File: config.mk
export PLATFORM = sky130hd
export DESIGN_NAME = pbs_battle_dp
export DESIGN_NICKNAME = d
export VERILOG_FILES = /design/src/rtl/pbs_pkg.sv /design/src/rtl/pbs_lfsr.sv /design/src/rtl/pbs_battle_dp.sv
export SDC_FILE = /design/constraint.sdc
export NUM_CORES = 1
export LEC_CHECK = 0
export CAP_MARGIN = 15
export CORE_UTILIZATION = 53
export CTS_BUF_LIST = sky130_fd_sc_hd__clkbuf_16
export DETAILED_ROUTE_END_ITERATION = 7
export PLACE_DENSITY = 0.78
export SYNTH_ARGS = -nofsm -noshare
export SYNTH_HDL_FRONTEND = slang
export SYNTH_HIERARCHICAL = 1
export SYNTH_SLANG_ARGS = --single-unit
File: constraint.sdc
create_clock -name clk -period 5.2 [get_ports clk]
set_clock_uncertainty 0.15 [all_clocks]
set_input_delay 1.56 -clock clk [delete_from_list [all_inputs] [get_ports clk]]
set_output_delay 1.56 -clock clk [all_outputs]
set_load 0.05 [all_outputs]
File: src/rtl/pbs_pkg.sv
// pbs_pkg: shared state encoding, move table and LFSR taps for the battle datapath
package pbs_pkg;
    typedef logic [2:0] state_t;
    localparam state_t IDLE   = 3'd0;
    localparam state_t SELECT = 3'd1;
    localparam state_t ROLL   = 3'd2;
    localparam state_t APPLY  = 3'd3;
    localparam state_t DONE   = 3'd4;
    // entry i holds move i; packed so index 0 is the rightmost nibble
    localparam logic [7:0][3:0] MOVE_DMG  = {4'd15, 4'd8, 4'd4, 4'd2, 4'd12, 4'd9, 4'd6, 4'd3};
    localparam logic [7:0][3:0] MOVE_ACCU = {4'd1, 4'd5, 4'd11, 4'd15, 4'd3, 4'd7, 4'd15, 4'd15};
    // right-shifting Galois form of x^16+x^14+x^13+x^11
    localparam logic [15:0] LFSR_TAPS = 16'hB400;
endpackage

File: src/rtl/pbs_lfsr.sv
// pbs_lfsr: 16-bit Galois LFSR random source with enable
module pbs_lfsr
    import pbs_pkg::*;
#(
    parameter logic [15:0] SEED = 16'hACE1
) (
    input  logic        clk,
    input  logic        rst,
    input  logic        en,
    output logic [15:0] q
);
    // an all-zero state would lock up, so a zero seed becomes 1
    localparam logic [15:0] INIT = (SEED == 16'h0000) ? 16'h0001 : SEED;

    // shift right, folding the outgoing bit back through the taps
    always_ff @(posedge clk)
        if (!rst) q <= INIT;
        else if (en) q <= {1'b0, q[15:1]} ^ (q[0] ? LFSR_TAPS : 16'h0000);
endmodule

File: src/rtl/pbs_battle_dp.sv
// pbs_battle_dp: resolves one attack per turn request with accuracy roll and saturating damage
module pbs_battle_dp
    import pbs_pkg::*;
#(
    parameter int          HP_W      = 4,
    parameter int          MOVE_W    = 2,
    parameter int          RNG_W     = 4,
    parameter logic [15:0] LFSR_SEED = 16'hACE1
) (
    input  logic              clk,
    input  logic              rst,
    input  logic              start,
    input  logic              actr,
    input  logic [MOVE_W-1:0] p_move,
    input  logic              stop,
    output logic              busy,
    output logic              done,
    output logic              hit,
    output logic              ko,
    output logic [MOVE_W-1:0] ai_move,
    output logic [HP_W-1:0]   dmg,
    output logic [RNG_W-1:0]  accu,
    output logic [HP_W-1:0]   p_hp,
    output logic [HP_W-1:0]   ai_hp
);
    state_t            state;
    logic              actr_q;
    logic [MOVE_W-1:0] pmove_q;
    logic [15:0]       lfsr;
    logic [MOVE_W-1:0] move;
    logic [2:0]        mi;
    logic [RNG_W-1:0]  roll;
    logic [HP_W-1:0]   tgt;
    logic [HP_W-1:0]   tgt_nxt;

    pbs_lfsr #(.SEED(LFSR_SEED)) u_lfsr (
        .clk (clk),
        .rst (rst),
        .en  (!stop),
        .q   (lfsr)
    );

    assign busy = state != IDLE;
    assign done = state == DONE;

    // move choice, roll and saturating damage on the current target
    always_comb begin
        move    = actr_q ? lfsr[MOVE_W-1:0] : pmove_q;
        mi      = 3'(move);
        roll    = lfsr[8+RNG_W-1:8];
        tgt     = actr_q ? p_hp : ai_hp;
        tgt_nxt = (dmg >= tgt) ? '0 : tgt - dmg;
    end

    // turn sequencing: select move, roll accuracy, apply damage, report
    always_ff @(posedge clk) begin
        if (!rst) begin
            state   <= IDLE;
            actr_q  <= 1'b0;
            pmove_q <= '0;
            hit     <= 1'b0;
            ko      <= 1'b0;
            ai_move <= '0;
            dmg     <= '0;
            accu    <= '0;
            p_hp    <= '1;
            ai_hp   <= '1;
        end else begin
            case (state)
                IDLE: if (start && !ko) begin
                    state   <= SELECT;
                    actr_q  <= actr;
                    pmove_q <= p_move;
                end
                SELECT: begin
                    dmg   <= HP_W'(MOVE_DMG[mi]);
                    accu  <= RNG_W'(MOVE_ACCU[mi]);
                    if (actr_q) ai_move <= move;
                    state <= ROLL;
                end
                ROLL: begin
                    hit   <= roll <= accu;
                    state <= APPLY;
                end
                APPLY: begin
                    if (hit && actr_q) p_hp <= tgt_nxt;
                    if (hit && !actr_q) ai_hp <= tgt_nxt;
                    state <= DONE;
                end
                DONE: begin
                    ko    <= (p_hp == '0) || (ai_hp == '0);
                    state <= IDLE;
                end
                default: state <= IDLE;
            endcase
        end
    end
endmodule

==> results.yml, run 1 <==
worst_setup_path:
  crit_type: "reg -> out"
  cp.arrival_ns: 1.95
  crit_fanout: 7
  end_kind: "output port"
  worstSetupStartpointType: "flip-flop"
  cp.required_ns: 3.49
power:
  p_total_uw: 788
  peakVddDrop_uv: 224
  intPower_uw: 560
  p_comb_share_pct: 18.9
  p_clk_share_pct: 37.1
  leakagePower_nw: 0.938
  switching_share_pct: 28.8
  seq_power_share_pct: 44.0
  switchingPower_uw: 227
  power.density_nw_per_um2: 340
drt:
  routed_wl_um: 3790
  vias: 1419
  drc_errors: 0
  drtAntennaViolNets: 0
  drt-initial-drc-count: 54
  wl_per_cell_um: 14.2
  viasPerCell: 5.31
  first_pass_iters: 4
clock_network:
  cts_buffers: 5
  h-tree-depth: 2
  root_buffer: "clkbuf_16"
  cts_resized: 0
  cts_num_sinks: 40
  cts_buffer_depth: 2
  cts_hold_buf: 0
  clk_pin_slew_ns: 0.06
  clock_latency_ns: 0.28
  cts_tree: "yes"
  cts_setup_buffers: 0
sta:
  timing.fmax_mhz: 273
  period_share_pct: 70.4
  fin_crit_ns: 3.66
  slew_viol_final: 0
  setup-violations-final: 0
  hold_viol_final: 0
  rsz0062_at_grt: "no"
  slew_headroom_pct: 49.4
  worst_pin_slew_ns: 0.758
  setup-tns-final_ns: 0
yosys:
  async_flop_share_pct: 0
  syn_inst: 196
  ys_ff_latch: 40
  synthesis.nets: 212
  ys_seq_area_share_pct: 41.4
  synth_enable_flop_cells: 0
  synth_top_area_share_pct: 41.4
  ys_types: 45
  synth_ff_type: "dfxtp_1"
  synth_top_area_cell: "dfxtp_1"
  synth.area.top_cells: "dfxtp_1, mux2i_1, ha_1"
  synth_area_um2: 1930
  ys_warn_count: 6
  avgSynthCellArea_um2: 9.87
grt:
  grt-ovfl-total: 0
  grt_use_total_pct: 21.2
  grt_max_degree: 40
  grt_pass1_wl_um: 6380
  antenna_found_initial: 0
  grt_pass1_vias: 1357
finish:
  fin_nets: 236
  layout_common_cells: "dfxtp_1, clkdlybuf4s50_1, nand2_1"
  final_common_cell: "dfxtp_1"
  nFillCells: 273
  area_delta_synth_final_pct: 19.7
  num_antenna_cells: 0
  drive_above_1_share_pct: 9.50
  post-route-util_pct: 67.8
placement:
  port_buffers: 28
  place.detailed.hpwl_um: 2720
  finalWeightedCongestion: 0.790
status:
  status: "finished clean"
floorplanning:
  start_util_pct: 56.6
  core-area_um2: 3420
  die_area_um2: 3900
  num_rows: 21
  io_pins: 29
  die_x_um: 62.4
  die_y_um: 62.4
flow_run:
  maxCapViolCount: 0
worst_hold_path:
  hp-class: "reg -> reg"
-- per-stage QoR --
step	setup slack, ns	hold WS [ns]	cell area, um2	std cells
final	1.54	0.327	2310	267
after global routing	1.50	0.354	2310	267
after CTS	1.53	0.334	2310	267
after detailed placement	1.85	0.318	2170	259
after global placement	1.91	0.302	2170	259
after floorplan	1.81	0.288	1930	196
-- kinds of logic after synthesis --
group	synth area share [%]
and+or+nand+nor	18.1
DFF	41.4
AOI/OAI and AO/OA	12.9
muxes	11.5
buffers and inverters	7.18
adders and majority gates	6.21
xor gates and xnor gates	2.72
-- path summary, 6_finish.rpt --
| path | cells after the start | start | to | slack, ns |
|---|---|---|---|---|
| hold / removal | 2 | ai_move[0]$_SDFFE_PN0P_ | ai_move[0]$_SDFFE_PN0P_ | 0.33 |
| setup reg to reg | 7 | actr_q$_SDFFE_PN0P_ | p_hp[2]$_SDFFE_PN1P_ | 2.41 |
| hold reg to reg | 2 | ai_move[0]$_SDFFE_PN0P_ | ai_move[0]$_SDFFE_PN0P_ | 0.33 |
| setup / recovery | 2 | state[2]$_SDFFE_PN0P_ | done | 1.54 |
-- sequential cells by signal, summed over array words and instances (netlist names) --
name / flops
ko: 1
pmove_q: 2
ai_move: 2
hit: 1
u_lfsr/q: 16
dmg: 4
state: 3
p_hp: 4
accu: 2
actr_q: 1
ai_hp: 4
-- per-layer routing --
layer	vias up	GRT usage, %	wire length (um)
li1	721	-	-
met1	657	27.8	1810
met2	32	32.9	1740
met3	9	6.02	172
met4	0	8.72	76
met5	-	0	0
-- Yosys cell counts (4+ instances only) --
cell and count:
mux2i_1 20, o21ai_0 7, nor2_1 6, nand2_1 26, ha_1 8, o311ai_2 4
xnor2_1 5, nor2b_1 11, buf_6 4, inv_1 9, a21oi_1 7, dfxtp_1 40
-- power by group through the flow --
| stage | clock network, mW | logic, mW | registers [mW] |
|---|---|---|---|
| final | 0.292 | 0.149 | 0.347 |
| after CTS | 0.297 | 0.149 | 0.347 |
| after floorplan | 0 | 0.101 | 0.366 |
| after detailed placement | 0 | 0.148 | 0.353 |
| after global routing | 0.310 | 0.163 | 0.350 |
| after global placement | 0 | 0.143 | 0.352 |
-- cell type report --
class,instances,area [um2],share of cell area [%]
Multi-Input combinational cell,135,995,43.0
Sequential cell,40,801,34.6
Timing Repair Buffer,29,288,12.4
Clock buffer,5,125,5.41
Tap cell,46,57.6,2.49
Inverter,9,33.8,1.46
Clock inverter,3,15.0,0.649
-- critical path: stages, from the launching register on --
cell	delay (ns)
dfxtp_1	0.45
nor3b_1	0.35
clkdlybuf4s50_1	0.87
Power figures use the tool's default switching activity.
==> run 2: changes to the inputs <==
CORE_UTILIZATION = 48   (was 53)
PLACE_DENSITY = 0.75   (was 0.78)
clock period = 3 ns   (was 5.2 ns; I/O delays follow)
==> results.yml, run 2 (synthesis gave the netlist of run 1 again) <==
clock_network:
  cts_resized: 0
  cts_setup_buffers: 0
  cts_num_sinks: 40
  root_buffer: "clkbuf_16"
  cts_tree: "yes"
  cts_hold_buf: 0
  cts_buffer_depth: 2
  clk_pin_slew_ns: 0.05
  h-tree-depth: 2
  cts_buffers: 5
  clock_latency_ns: 0.28
floorplanning:
  io_pins: 29
  die_area_um2: 4290
  core-area_um2: 3770
  start_util_pct: 51.3
  die_x_um: 65.5
  num_rows: 22
  die_y_um: 65.5
sta:
  slew_headroom_pct: 53.3
  fin_crit_ns: 2.85
  hold_viol_final: 0
  slew_viol_final: 0
  worst_pin_slew_ns: 0.699
  period_share_pct: 95.0
  setup-tns-final_ns: 0
  setup-violations-final: 0
  timing.fmax_mhz: 351
  rsz0062_at_grt: "no"
power:
  power.density_nw_per_um2: 613
  leakagePower_nw: 0.965
  peakVddDrop_uv: 381
  p_total_mw: 1.45
grt:
  grt_pass1_vias: 1303
  grt_max_degree: 19
  grt_pass1_wl_um: 6240
  grt_use_total_pct: 19.9
  antenna_found_initial: 0
  grt-ovfl-total: 0
finish:
  largest_register_ff_count: 16
  largest_register: "u_lfsr/q"
  nFillCells: 321
  layout_common_cells: "dfxtp_1, clkdlybuf4s50_1, nand2_1"
  area_delta_synth_final_pct: 22.0
  instances_no_fill: 272
  drive_above_1_share_pct: 11.2
  num_antenna_cells: 0
  final_common_cell: "dfxtp_1"
  fin_nets: 239
worst_setup_path:
  worstSetupStartpointType: "flip-flop"
  cp_cell_sequence: "or3_1, clkdlybuf4s50_1"
  cp_slowest_stage_delay_ns: 0.71
  critPathSlowestCell: "clkdlybuf4s50_1"
  crit_type: "reg -> out"
  cp.arrival_ns: 1.80
  end_kind: "output port"
  cp.required_ns: 1.95
  crit_fanout: 9
worst_hold_path:
  hp-class: "reg -> reg"
drt:
  drtAntennaViolNets: 0
  drc_errors: 0
  viasPerCell: 5.22
  routed_wl_um: 3660
  wl_per_cell_um: 13.5
  first_pass_iters: 4
  vias: 1420
  drt-initial-drc-count: 87
flow_run:
  maxCapViolCount: 0
status:
  status: "finished clean"
placement:
  place_inst: 264
  place.detailed.hpwl_um: 2620
  finalWeightedCongestion: 0.915
  port_buffers: 28
[run 2: cell types whose count changed in the layout (fill, tap and decap cells not counted), sizes merged]
cell / change
inv: -1
buf: +4
clkinvlp: -1
clkinv: +1
clkdlybuf4s50: -1
bufinv: +1
[run 2: critical path, delay by kind of cell (launching register included)]
kind,cells,cell delay [ns]
buffers and inverters,1,0.71
DFF,1,0.39
and+or+nand+nor,1,0.42
[run 2: cell type report]
cell class	instances	area, um2	area share, %
Tap cell	48	60.1	2.55
Multi-Input combinational cell	135	995	42.2
Timing Repair Buffer	32	308	13.0
Sequential cell	40	801	33.9
Clock inverter	3	37.5	1.59
Clock buffer	5	125	5.30
Inverter	9	33.8	1.43
[run 2: metal layers]
metal	share of wire [%]	global-route usage (%)	up-vias
met4	2.2	13.0	0
met1	51	27.8	651
li1	-	-	735
met5	0	0	-
met2	42	26.9	26
met3	4.0	4.69	8
[run 2: path summary, 6_finish.rpt]
| check | from | slack, ns | end | cells past startpoint |
|---|---|---|---|---|
| max reg2reg | actr_q$_SDFFE_PN0P_ | 0.43 | ai_hp[2]$_SDFFE_PN1P_ | 7 |
| min reg2reg | ai_move[1]$_SDFFE_PN0P_ | 0.32 | ai_move[1]$_SDFFE_PN0P_ | 2 |
| max | state[0]$_SDFFE_PN0P_ | 0.15 | busy | 2 |
| min | ai_move[1]$_SDFFE_PN0P_ | 0.32 | ai_move[1]$_SDFFE_PN0P_ | 2 |
[run 2: report_power, final]
part           switching (mW)  internal, mW  total, mW  leakage (nW)
clock network           0.200         0.386      0.586        0.0789
logic                   0.152         0.108      0.260         0.558
registers              0.0356         0.564      0.600         0.328
total                   0.388          1.06       1.45         0.965
[run 2: through the flow]
stage | hold WS, ns | utilization [%] | cell area, um2 | setup slack [ns]
after detailed placement | 0.309 | 58.3 | 2200 | 0.439
after global routing | 0.355 | 62.6 | 2360 | 0.0754
after global placement | 0.306 | 58.3 | 2200 | 0.466
after CTS | 0.327 | 62.6 | 2360 | 0.135
final | 0.323 | 62.6 | 2360 | 0.149
after floorplan | 0.288 | - | 1930 | 0.272
==> run 3: changes to the inputs <==
ABC_AREA = 1   (was default)
==> results.yml, run 3 <==
status:
  status: "finished clean"
floorplanning:
  start_util_pct: 50.8
  core-area_um2: 3740
  num_rows: 22
  die_x_um: 64.9
  die_area_um2: 4220
  die_y_um: 64.9
  io_pins: 29
yosys:
  synth_top_area_cell: "dfxtp_1"
  synth_common_cells: "nand2_1, dfxtp_1, inv_1"
  synth_enable_flop_cells: 0
  synth_top_area_share_pct: 42.1
  synth.area.top_cells: "dfxtp_1, nand2_1, a21oi_1"
  avgSynthCellArea_um2: 7.55
  ys_types: 26
  ys_seq_area_share_pct: 42.1
  ys_warn_count: 6
  synthesis.nets: 268
  synth.most_common_cell: "nand2_1"
  async_flop_share_pct: 0
  synth_area_um2: 1900
  ys_ff_latch: 40
  synth_ff_type: "dfxtp_1"
  syn_inst: 252
clock_network:
  clock_latency_ns: 0.28
  cts_buffers: 5
  clk_pin_slew_ns: 0.06
  root_buffer: "clkbuf_16"
  cts_buffer_depth: 2
  cts_setup_buffers: 0
  cts_tree: "yes"
  h-tree-depth: 2
  cts_hold_buf: 0
  cts_num_sinks: 40
  cts_resized: 0
finish:
  final_common_cell: "nand2_1"
  regArea_um2: 801
  post-route-util_pct: 62.4
  multi_input_comb_area_um2: 888
  nFillCells: 347
  largest_register: "u_lfsr/q"
  layout_common_cells: "nand2_1, dfxtp_1, inv_1"
  drive_above_1_share_pct: 6.43
  num_antenna_cells: 0
  area_delta_synth_final_pct: 22.9
  largest_register_ff_count: 16
  fin_nets: 295
sta:
  setup-tns-final_ns: 0
  period_share_pct: 95.5
  setup-violations-final: 0
  worst_pin_slew_ns: 0.540
  hold_viol_final: 0
  timing.fmax_mhz: 349
  slew_viol_final: 0
  hold_ws_ns: 0.309
  fin_crit_ns: 2.86
  slew_headroom_pct: 63.9
  rsz0062_at_grt: "no"
worst_setup_path:
  critPathSlowestCell: "clkdlybuf4s50_1"
  cp.required_ns: 1.95
  cp.arrival_ns: 1.81
  cp_slowest_stage_delay_ns: 0.80
  crit_type: "reg -> out"
  cp_cell_sequence: "nor2_1, nand2_1, clkdlybuf4s50_1"
  end_kind: "output port"
  worstSetupStartpointType: "flip-flop"
  crit_fanout: 6
power:
  seq_power_share_pct: 40.2
  p_total_mw: 1.52
  power.density_nw_per_um2: 650
  intPower_mw: 1.07
  switchingPower_uw: 448
  p_clk_share_pct: 38.2
  leakagePower_nw: 0.995
  switching_share_pct: 29.5
  p_comb_share_pct: 21.6
  peakVddDrop_uv: 508
drt:
  routed_wl_um: 3790
  drc_errors: 0
  first_pass_iters: 4
  vias: 1631
  drtAntennaViolNets: 0
  drt-initial-drc-count: 117
  viasPerCell: 4.97
  wl_per_cell_um: 11.6
grt:
  grt_use_total_pct: 20.8
  antenna_found_initial: 0
  grt_pass1_wl_um: 6730
  grt_pass1_vias: 1504
  grt_max_degree: 19
  grt-ovfl-total: 0
flow_run:
  maxCapViolCount: 0
placement:
  port_buffers: 28
  finalWeightedCongestion: 0.795
  place.detailed.hpwl_um: 2710
worst_hold_path:
  hp-class: "reg -> reg"
-- run 3: per-layer routing --
layer,wire [um],GRT usage [%],share of wire (%)
met5,0,0,0
met4,42,7.78,1.1
met3,154,4.58,4.1
met2,1670,32.0,44
met1,1920,28.0,51
-- run 3: power by group through the flow --
stage,clock (mW),combinational [mW],sequential [mW]
finish,0.581,0.328,0.610
global route,0.609,0.363,0.618
CTS,0.585,0.328,0.611
detailed placement,0,0.325,0.621
global placement,0,0.319,0.621
floorplan,0,0.200,0.664
-- run 3: cell families (layout without fill, tap and decap cells) --
logic type | Yosys count | in the layout | share of synthesized area [%]
xor+xnor | 1 | 1 | 0.461
compound gates | 55 | 55 | 15.7
buf+inv | 45 | 73 | 11.2
flops | 40 | 40 | 42.1
simple gates | 102 | 102 | 24.3
fa+ha+maj | 9 | 9 | 6.32
-- run 3: cell type report --
cell class / count / share of cell area [%]
inverter: 36 / 6.00
tap: 48 / 2.57
clock buffer: 5 / 5.35
sequential: 40 / 34.3
timing repair buffer: 29 / 12.2
clock inverter: 3 / 1.61
multi-input combinational: 167 / 38.0
-- run 3: worst max-delay path, delay by kind of cell (launching register included) --
kind,cells,cell delay (ns)
flip-flops,1,0.51
buffers and inverters,1,0.80
AND/OR/NAND/NOR,2,0.22
-- run 3: worst paths after layout --
| path | start | endpoint | slack (ns) | cells after the start |
|---|---|---|---|---|
| setup / recovery | state[0]$_SDFFE_PN0P_ | busy | 0.14 | 3 |
| hold / removal | u_lfsr/q[15]$_SDFFE_PN1P_ | u_lfsr/q[15]$_SDFFE_PN1P_ | 0.31 | 2 |
| setup reg to reg | actr_q$_SDFFE_PN0P_ | p_hp[2]$_SDFFE_PN1P_ | 0.81 | 8 |
| hold reg to reg | u_lfsr/q[15]$_SDFFE_PN1P_ | u_lfsr/q[15]$_SDFFE_PN1P_ | 0.31 | 2 |
-- run 3: metrics by stage --
stage	cells	cell area, um2	worst slack (ns)
2_1_floorplan	252	1900	0.335
3_3_place_gp	320	2170	0.493
3_5_place_dp	320	2170	0.456
4_1_cts	328	2340	0.138
5_1_grt	328	2340	0.0835
6_report	328	2340	0.136
